$ cat src/rtl/uart_mmio_tx_if.sv
// MMIO write-port bundle between the core's memory stage and the UART transmitter.
//   mmio_wea  : write strobe, one byte per asserted cycle
//   mmio_dat  : write data, only [7:0] carries the byte
//   mmio_read : transmitter ready (FIFO not full)
`timescale 1ns/1ps
interface uart_mmio_tx_if;
  logic        mmio_wea;
  logic [31:0] mmio_dat;
  logic        mmio_read;

  modport master (output mmio_wea, output mmio_dat, input mmio_read);
  modport slave  (input mmio_wea, input mmio_dat, output mmio_read);
endinterface

$ cat src/rtl/uart_mmio_tx.sv
// MMIO-driven UART transmitter: CPU stores fill a byte FIFO, a baud-timed
// serializer sends 8N1 frames LSB first on tx.
// Optional build macro UART_TX_PARITY_EN adds a parity bit (parameter PARITY_ODD).
// Ports:
//   clk       : system clock
//   Rst       : synchronous reset, active-high
//   mmio      : MMIO write port (mmio_wea, mmio_dat in; mmio_read out = FIFO not full)
//   tx        : serial line, idle high, registered
//   tx_busy   : frame on the line or FIFO non-empty
//   tx_ovf    : sticky overflow flag, cleared only by Rst
//   tx_IRQ    : one-cycle pulse when the last queued frame completes
`timescale 1ns/1ps
module uart_mmio_tx #(
  parameter int unsigned BAUD_DIV   = 434,
  parameter int unsigned FIFO_DEPTH = 16
`ifdef UART_TX_PARITY_EN
  , parameter bit        PARITY_ODD = 1'b0
`endif
) (
  input  logic          clk,
  input  logic          Rst,
  uart_mmio_tx_if.slave mmio,
  output logic          tx,
  output logic          tx_busy,
  output logic          tx_ovf,
  output logic          tx_IRQ
);

  localparam int unsigned PTR_W  = $clog2(FIFO_DEPTH);
  localparam int unsigned CNT_W  = PTR_W + 1;
  localparam int unsigned BAUD_W = $clog2(BAUD_DIV);

  localparam logic [CNT_W-1:0]  FULL_CNT  = CNT_W'(FIFO_DEPTH);
  localparam logic [BAUD_W-1:0] BAUD_LAST = BAUD_W'(BAUD_DIV - 1);

  localparam logic [2:0] IDLE   = 3'd0;
  localparam logic [2:0] START  = 3'd1;
  localparam logic [2:0] DATA   = 3'd2;
  localparam logic [2:0] STOP   = 3'd3;
`ifdef UART_TX_PARITY_EN
  localparam logic [2:0] PARITY = 3'd4;
`endif

  logic [7:0]        fifo_mem [FIFO_DEPTH];
  logic [PTR_W-1:0]  wr_ptr;
  logic [PTR_W-1:0]  rd_ptr;
  logic [CNT_W-1:0]  count;

  logic [2:0]        state;
  logic [2:0]        state_nxt;
  logic [BAUD_W-1:0] baud_cnt;
  logic [BAUD_W-1:0] baud_nxt;
  logic [2:0]        bit_idx;
  logic [2:0]        bit_nxt;
  logic [7:0]        shift_q;
  logic [7:0]        shift_nxt;
  logic              tx_nxt;
  logic              irq_nxt;
`ifdef UART_TX_PARITY_EN
  logic              par_q;
  logic              par_nxt;
`endif

  logic              push_c;
  logic              pop_c;
  logic              bit_end_c;
  logic              fifo_empty_c;
  logic              unused_dat_c;

  // Fullness is judged on the registered count, so a pop in the same cycle cannot make room.
  assign push_c       = mmio.mmio_wea && (count != FULL_CNT);
  assign fifo_empty_c = (count == '0);
  assign bit_end_c    = (baud_cnt == BAUD_LAST);
  assign unused_dat_c = ^mmio.mmio_dat[31:8];

  assign mmio.mmio_read = (count != FULL_CNT);
  assign tx_busy        = (state != IDLE) || !fifo_empty_c;

  // State register.
  always_ff @(posedge clk) begin
    if (Rst) state <= IDLE;
    else     state <= state_nxt;
  end

  // Next-state, serializer datapath and line level; tx lags the state by one cycle.
  always_comb begin
    state_nxt = state;
    baud_nxt  = bit_end_c ? '0 : baud_cnt + BAUD_W'(1);
    bit_nxt   = bit_idx;
    shift_nxt = shift_q;
    tx_nxt    = 1'b1;
    irq_nxt   = 1'b0;
    pop_c     = 1'b0;
`ifdef UART_TX_PARITY_EN
    par_nxt   = par_q;
`endif

    case (state)
      IDLE: begin
        baud_nxt = '0;
        if (!fifo_empty_c) begin
          pop_c     = 1'b1;
          state_nxt = START;
        end
      end
      START: begin
        tx_nxt = 1'b0;
        if (bit_end_c) begin
          state_nxt = DATA;
          bit_nxt   = 3'd0;
        end
      end
      DATA: begin
        tx_nxt = shift_q[0];
        if (bit_end_c) begin
          shift_nxt = {1'b0, shift_q[7:1]};
          bit_nxt   = bit_idx + 3'd1;
          if (bit_idx == 3'd7) begin
`ifdef UART_TX_PARITY_EN
            state_nxt = PARITY;
`else
            state_nxt = STOP;
`endif
          end
        end
      end
`ifdef UART_TX_PARITY_EN
      PARITY: begin
        tx_nxt = par_q;
        if (bit_end_c) state_nxt = STOP;
      end
`endif
      STOP: begin
        tx_nxt = 1'b1;
        if (bit_end_c) begin
          // Chain straight into the next start bit when more bytes are queued.
          if (!fifo_empty_c) begin
            pop_c     = 1'b1;
            state_nxt = START;
          end else begin
            state_nxt = IDLE;
            irq_nxt   = 1'b1;
          end
        end
      end
      default: state_nxt = IDLE;
    endcase

    if (pop_c) begin
      shift_nxt = fifo_mem[rd_ptr];
      baud_nxt  = '0;
`ifdef UART_TX_PARITY_EN
      par_nxt   = (^fifo_mem[rd_ptr]) ^ PARITY_ODD;
`endif
    end
  end

  // Serializer registers and outputs.
  always_ff @(posedge clk) begin
    if (Rst) begin
      baud_cnt <= '0;
      bit_idx  <= 3'd0;
      shift_q  <= 8'd0;
      tx       <= 1'b1;
      tx_IRQ   <= 1'b0;
`ifdef UART_TX_PARITY_EN
      par_q    <= 1'b0;
`endif
    end else begin
      baud_cnt <= baud_nxt;
      bit_idx  <= bit_nxt;
      shift_q  <= shift_nxt;
      tx       <= tx_nxt;
      tx_IRQ   <= irq_nxt;
`ifdef UART_TX_PARITY_EN
      par_q    <= par_nxt;
`endif
    end
  end

  // FIFO pointers, occupancy and sticky overflow.
  always_ff @(posedge clk) begin
    if (Rst) begin
      wr_ptr <= '0;
      rd_ptr <= '0;
      count  <= '0;
      tx_ovf <= 1'b0;
    end else begin
      if (push_c) wr_ptr <= wr_ptr + PTR_W'(1);
      if (pop_c)  rd_ptr <= rd_ptr + PTR_W'(1);
      case ({push_c, pop_c})
        2'b10:   count <= count + CNT_W'(1);
        2'b01:   count <= count - CNT_W'(1);
        default: count <= count;
      endcase
      if (mmio.mmio_wea && !push_c) tx_ovf <= 1'b1;
    end
  end

  // FIFO storage; stale contents are harmless because the pointers are reset.
  always_ff @(posedge clk) begin
    if (push_c) fifo_mem[wr_ptr] <= mmio.mmio_dat[7:0];
  end

endmodule

$ cat src/flat_wrapper.sv
// flat-port wrapper written by rule: the top's interface ports become plain ports
module uart_mmio_tx_flat 
#(
  parameter int unsigned BAUD_DIV   = 434,
  parameter int unsigned FIFO_DEPTH = 16

)
  (clk, Rst, tx, tx_busy, tx_ovf, tx_IRQ, mmio_mmio_wea, mmio_mmio_dat, mmio_mmio_read);
  uart_mmio_tx_if mmio_i ();
  input  logic clk;
  input  logic Rst;
  output logic tx;
  output logic tx_busy;
  output logic tx_ovf;
  output logic tx_IRQ;
  input wire logic [$bits(mmio_i.mmio_wea)-1:0] mmio_mmio_wea;
  input wire logic [$bits(mmio_i.mmio_dat)-1:0] mmio_mmio_dat;
  output wire logic [$bits(mmio_i.mmio_read)-1:0] mmio_mmio_read;
  assign mmio_i.mmio_wea = mmio_mmio_wea;
  assign mmio_i.mmio_dat = mmio_mmio_dat;
  assign mmio_mmio_read = mmio_i.mmio_read;
  uart_mmio_tx #(.BAUD_DIV(BAUD_DIV), .FIFO_DEPTH(FIFO_DEPTH)) u_core (.clk(clk), .Rst(Rst), .mmio(mmio_i), .tx(tx), .tx_busy(tx_busy), .tx_ovf(tx_ovf), .tx_IRQ(tx_IRQ));
endmodule
$ cat config.mk
export PLATFORM = sky130hd
export DESIGN_NAME = uart_mmio_tx_flat
export DESIGN_NICKNAME = d
export VERILOG_FILES = /design/src/rtl/uart_mmio_tx_if.sv /design/src/rtl/uart_mmio_tx.sv /design/src/flat_wrapper.sv
export SDC_FILE = /design/constraint.sdc
export NUM_CORES = 1
export LEC_CHECK = 0
export CORE_UTILIZATION = 52
export CTS_CLUSTER_SIZE = 20
export DETAILED_ROUTE_END_ITERATION = 10
export HOLD_SLACK_MARGIN = 0.03
export MAX_ROUTING_LAYER = met4
export PLACE_DENSITY = 0.69
export SKIP_LAST_GASP = 1
export SYNTH_ARGS = -nofsm -noshare
export SYNTH_HDL_FRONTEND = slang
export SYNTH_SLANG_ARGS = --single-unit
$ cat constraint.sdc
create_clock -name clk -period 3.6 [get_ports clk]
set_input_delay 0.72 -clock clk [delete_from_list [all_inputs] [get_ports clk]]
set_output_delay 0.72 -clock clk [all_outputs]
set_load 0.01 [all_outputs]
==> flow_summary.yaml <==
run_status:
  status: "complete, no violations"
synth:
  synth_area_sq_um: 6940
  synth_top_area_share: 0.554
  syn-num-nets: 483
  synth_xor_area_frac: 0.0189
  synthTopCellsByArea: "edfxtp_1 (55%), dfxtp_1 (12%), mux4_2 (10%), ha_1 (2.9%), nor2_1 (2.1%)"
  synth_compound_area_frac: 0.0647
  synth_edf_count: 128
  synth.avg_cell_area_sq_um: 16.1
  ys.flop_type: "edfxtp_1"
  synth_top_area_cell: "edfxtp_1"
  yosys.cell_count.top_type: "edfxtp_1"
  synth-simple-area-share: 0.0801
  synth_fa_ha_area_frac: 0.0288
  synthTopCellsByCount: "edfxtp_1 (128), dfxtp_1 (42), nor2_1 (39)"
  yosysSeqAreaShare: 0.675
  synthArstFlopShare: 0
  yosys_warnings: 0
  muxShareOfSynthArea: 0.111
  synth_top_family_by_area: "multiplexers"
  synth-seq-cells: 170
  synth_cell_types: 52
  synth_cells: 432
grt:
  grt_pass1_wl_mm: 20.8
  grt_max_degree: 33
  grt_pass1_vias: 3832
  grt_use_total: 0.211
  antenna_found_initial: 0
  grt_overflow_total: 0
detailed_routing:
  ant_nets: 0
  wire_per_inst_um: 20.0
  viasPerCell: 5.81
  vias: 3777
  firstDrtPassIters: 5
  drcViolationCount: 0
  drt_iter0_drc: 353
  drt_wl_total_mm: 13.0
placed_design:
  globalplace.congestion: 0.841
  dp_cells: 618
  dp_hpwl_mm: 8.38
  place_ws_ns: 0.410
  portBuffers: 15
cts:
  post_cts.repair.setup_buffers: 0
  postCtsHoldBufs: 0
  cts_inserted_buffers: 17
  clk_latency_ns: 0.43
  htreeDepth: 4
  cts_sinks: 170
  clk_pin_slew_ns: 0.06
  cts_resized: 0
  cts-root-buf: "clkbuf_16"
  cts_tree: "done"
  clk_path_buf_depth: 2
die:
  core_sq_um: 12800
  io_pins: 40
  die_y_um: 118
  die_w_um: 118
  die_area_sq_um: 13800
  rows: 41
  start_util: 0.541
worst_setup_path:
  crit_fanout: 9
  worstPathCellList: "ha_1 -> nor4b_4 -> a31oi_1 -> nor3_4 -> ha_1 -> xor2_1 -> ha_1 -> a21o_1 -> a22oi_1 -> o221a_1 -> or3_1 -> a21oi_1"
  crit_top_cell: "ha_1"
  end_kind: "flop"
  cp_slowest_cell: "dfxtp_1"
  rr_worst_depth: 12
  arrival_ns: 3.46
  critPathLaunchType: "flop"
  required_ns: 3.95
  max_stage_delay_ns: 0.43
  rrSetupSlack_ns: 0.49
  reg2reg_to: "u_core.count[4]"
  path_class: "flop to flop"
  r2r_start: "u_core.baud_cnt[0]"
  critPathLaunch: "u_core.baud_cnt[0]"
final_layout:
  area_delta_synth_final_pct: 14.0
  fin_util: 0.617
  diodes: 0
  final_cell_count_no_fill: 650
  regArea_sq_um: 4690
  num-nets-final: 516
  final_layout_size_suffix_gt1_frac: 0.205
  fill_cells: 960
  multiInputGateArea_sq_um: 2110
run:
  maxCapViolCount: 0
power:
  power_density_nw_per_um2: 650
  ir_drop_mv: 0.396
  leakage_nw: 2.63
timing:
  finalClockSkew_ns: 0.0109
  hold_viol: 0
  tns_ns: 0
  drv_slew: 0
  hold_ws_ns: 0.471
  fmax_mhz: 322
  rsz0062_at_grt: "false"
  post-route-min-period_ns: 3.11
  period_share: 0.864
  finalSetupViolCount: 0
  slew_headroom: 0.455
  setup_ws_ns: 0.491
  worst_slew_pin_slew_ns: 0.816
hold_path:
  min_to: "u_core.bit_idx[1]"
  hold_start: "u_core.bit_idx[1]"
  hold_path_depth: 2
  holdCritPathClass: "flop to flop"
-- final cells by class --
class                   instances  area share
flip-flops and latches        170       0.593
multi-input cells             231       0.267
inverters                       8     0.00380
clock buffers                  19      0.0547
well taps                     172      0.0272
clock inverters                13      0.0150
repair buffers                 37      0.0399
-- registers in the layout, summed over array words and instances (netlist names), 2 cells and up, named ones only --
signal,count
u_core.rd_ptr,4
u_core.baud_cnt,9
u_core.fifo_mem,128
u_core.bit_idx,3
u_core.count,5
u_core.shift_q,8
u_core.wr_ptr,4
u_core.state,2
-- metal layers --
metal  vias up  routed length, um  track usage
met5         -                  0            -
met2        84               6720        0.341
met4         0                243       0.0785
li1       1748                  -            -
met3        20                489       0.0518
met1      1925               5540        0.260
-- how the worst max path moves through the flow --
stage          depth (start not counted)  slack, ns              end
2_1_floorplan                         14       0.46  u_core.count[4]
3_3_place_gp                          11       0.48  u_core.count[4]
3_5_place_dp                          11       0.41  u_core.count[4]
4_1_cts                               12       0.46  u_core.count[4]
5_1_grt                               12       0.24  u_core.count[4]
6_report                              12       0.49  u_core.count[4]
-- cell usage in the layout (no fill, tap or decap), types with 2 or more instances in the layout --
| cell | count |
|---|---|
| nand4_1 | 7 |
| edfxtp_1 | 128 |
| a211oi_2 | 5 |
| nand2_1 | 16 |
| xor2_1 | 11 |
| clkbuf_16 | 17 |
| a21oi_1 | 11 |
| a22oi_1 | 17 |
| nand2b_1 | 3 |
| inv_8 | 2 |
| nor4_1 | 2 |
| inv_1 | 8 |
| dfxtp_1 | 41 |
| o21ai_1 | 3 |
| nand3b_1 | 2 |
| nor2_1 | 39 |
| a311oi_2 | 2 |
| a311oi_1 | 5 |
| inv_6 | 3 |
| or3_1 | 3 |
| a31oi_1 | 3 |
| nor3_1 | 5 |
| o21ai_0 | 3 |
| nor2b_1 | 4 |
| clkinv_1 | 3 |
| clkdlybuf4s50_1 | 15 |
| mux4_2 | 32 |
| buf_4 | 22 |
| and2_1 | 4 |
| xnor2_1 | 4 |
| and3_1 | 7 |
| nand3_1 | 5 |
| ha_1 | 16 |
| clkbuf_1 | 2 |
| clkinvlp_4 | 2 |
| mux2i_1 | 3 |
-- logic make-up (layout without fill, tap and decap cells) --
family	count (synthesis)	count (layout)
AO/OA/AOI/OAI	58	58
AND/OR/NAND/NOR	105	105
buffers and inverters	31	77
adder cells (fa/ha/maj)	16	16
flip-flops	170	170
multiplexers	37	37
XOR/XNOR	15	15
-- per-stage QoR --
stage               total power [mW]  instance area (sq um)
finish                          5.14                   7910
global route                    5.37                   7910
CTS                             5.18                   7910
detailed placement              3.48                   7360
global placement                3.44                   7360
floorplan                       3.21                   6940
-- critical path: cells and delay by family (launching register included) --
family | cells | cell delay [ns]
AND/OR/NAND/NOR | 3 | 0.80
adder cells (fa/ha/maj) | 3 | 0.82
XOR/XNOR | 1 | 0.18
flip-flops | 1 | 0.43
AO/OA/AOI/OAI | 5 | 0.81
-- where the power goes --
group | switching [mW] | leakage, nW | internal [mW]
Clock | 0.749 | 0.265 | 0.959
Combinational | 0.576 | 0.872 | 0.516
Sequential | 0.108 | 1.50 | 2.23
Total | 1.43 | 2.63 | 3.71
Note: power is estimated with default switching activity, not from simulation.
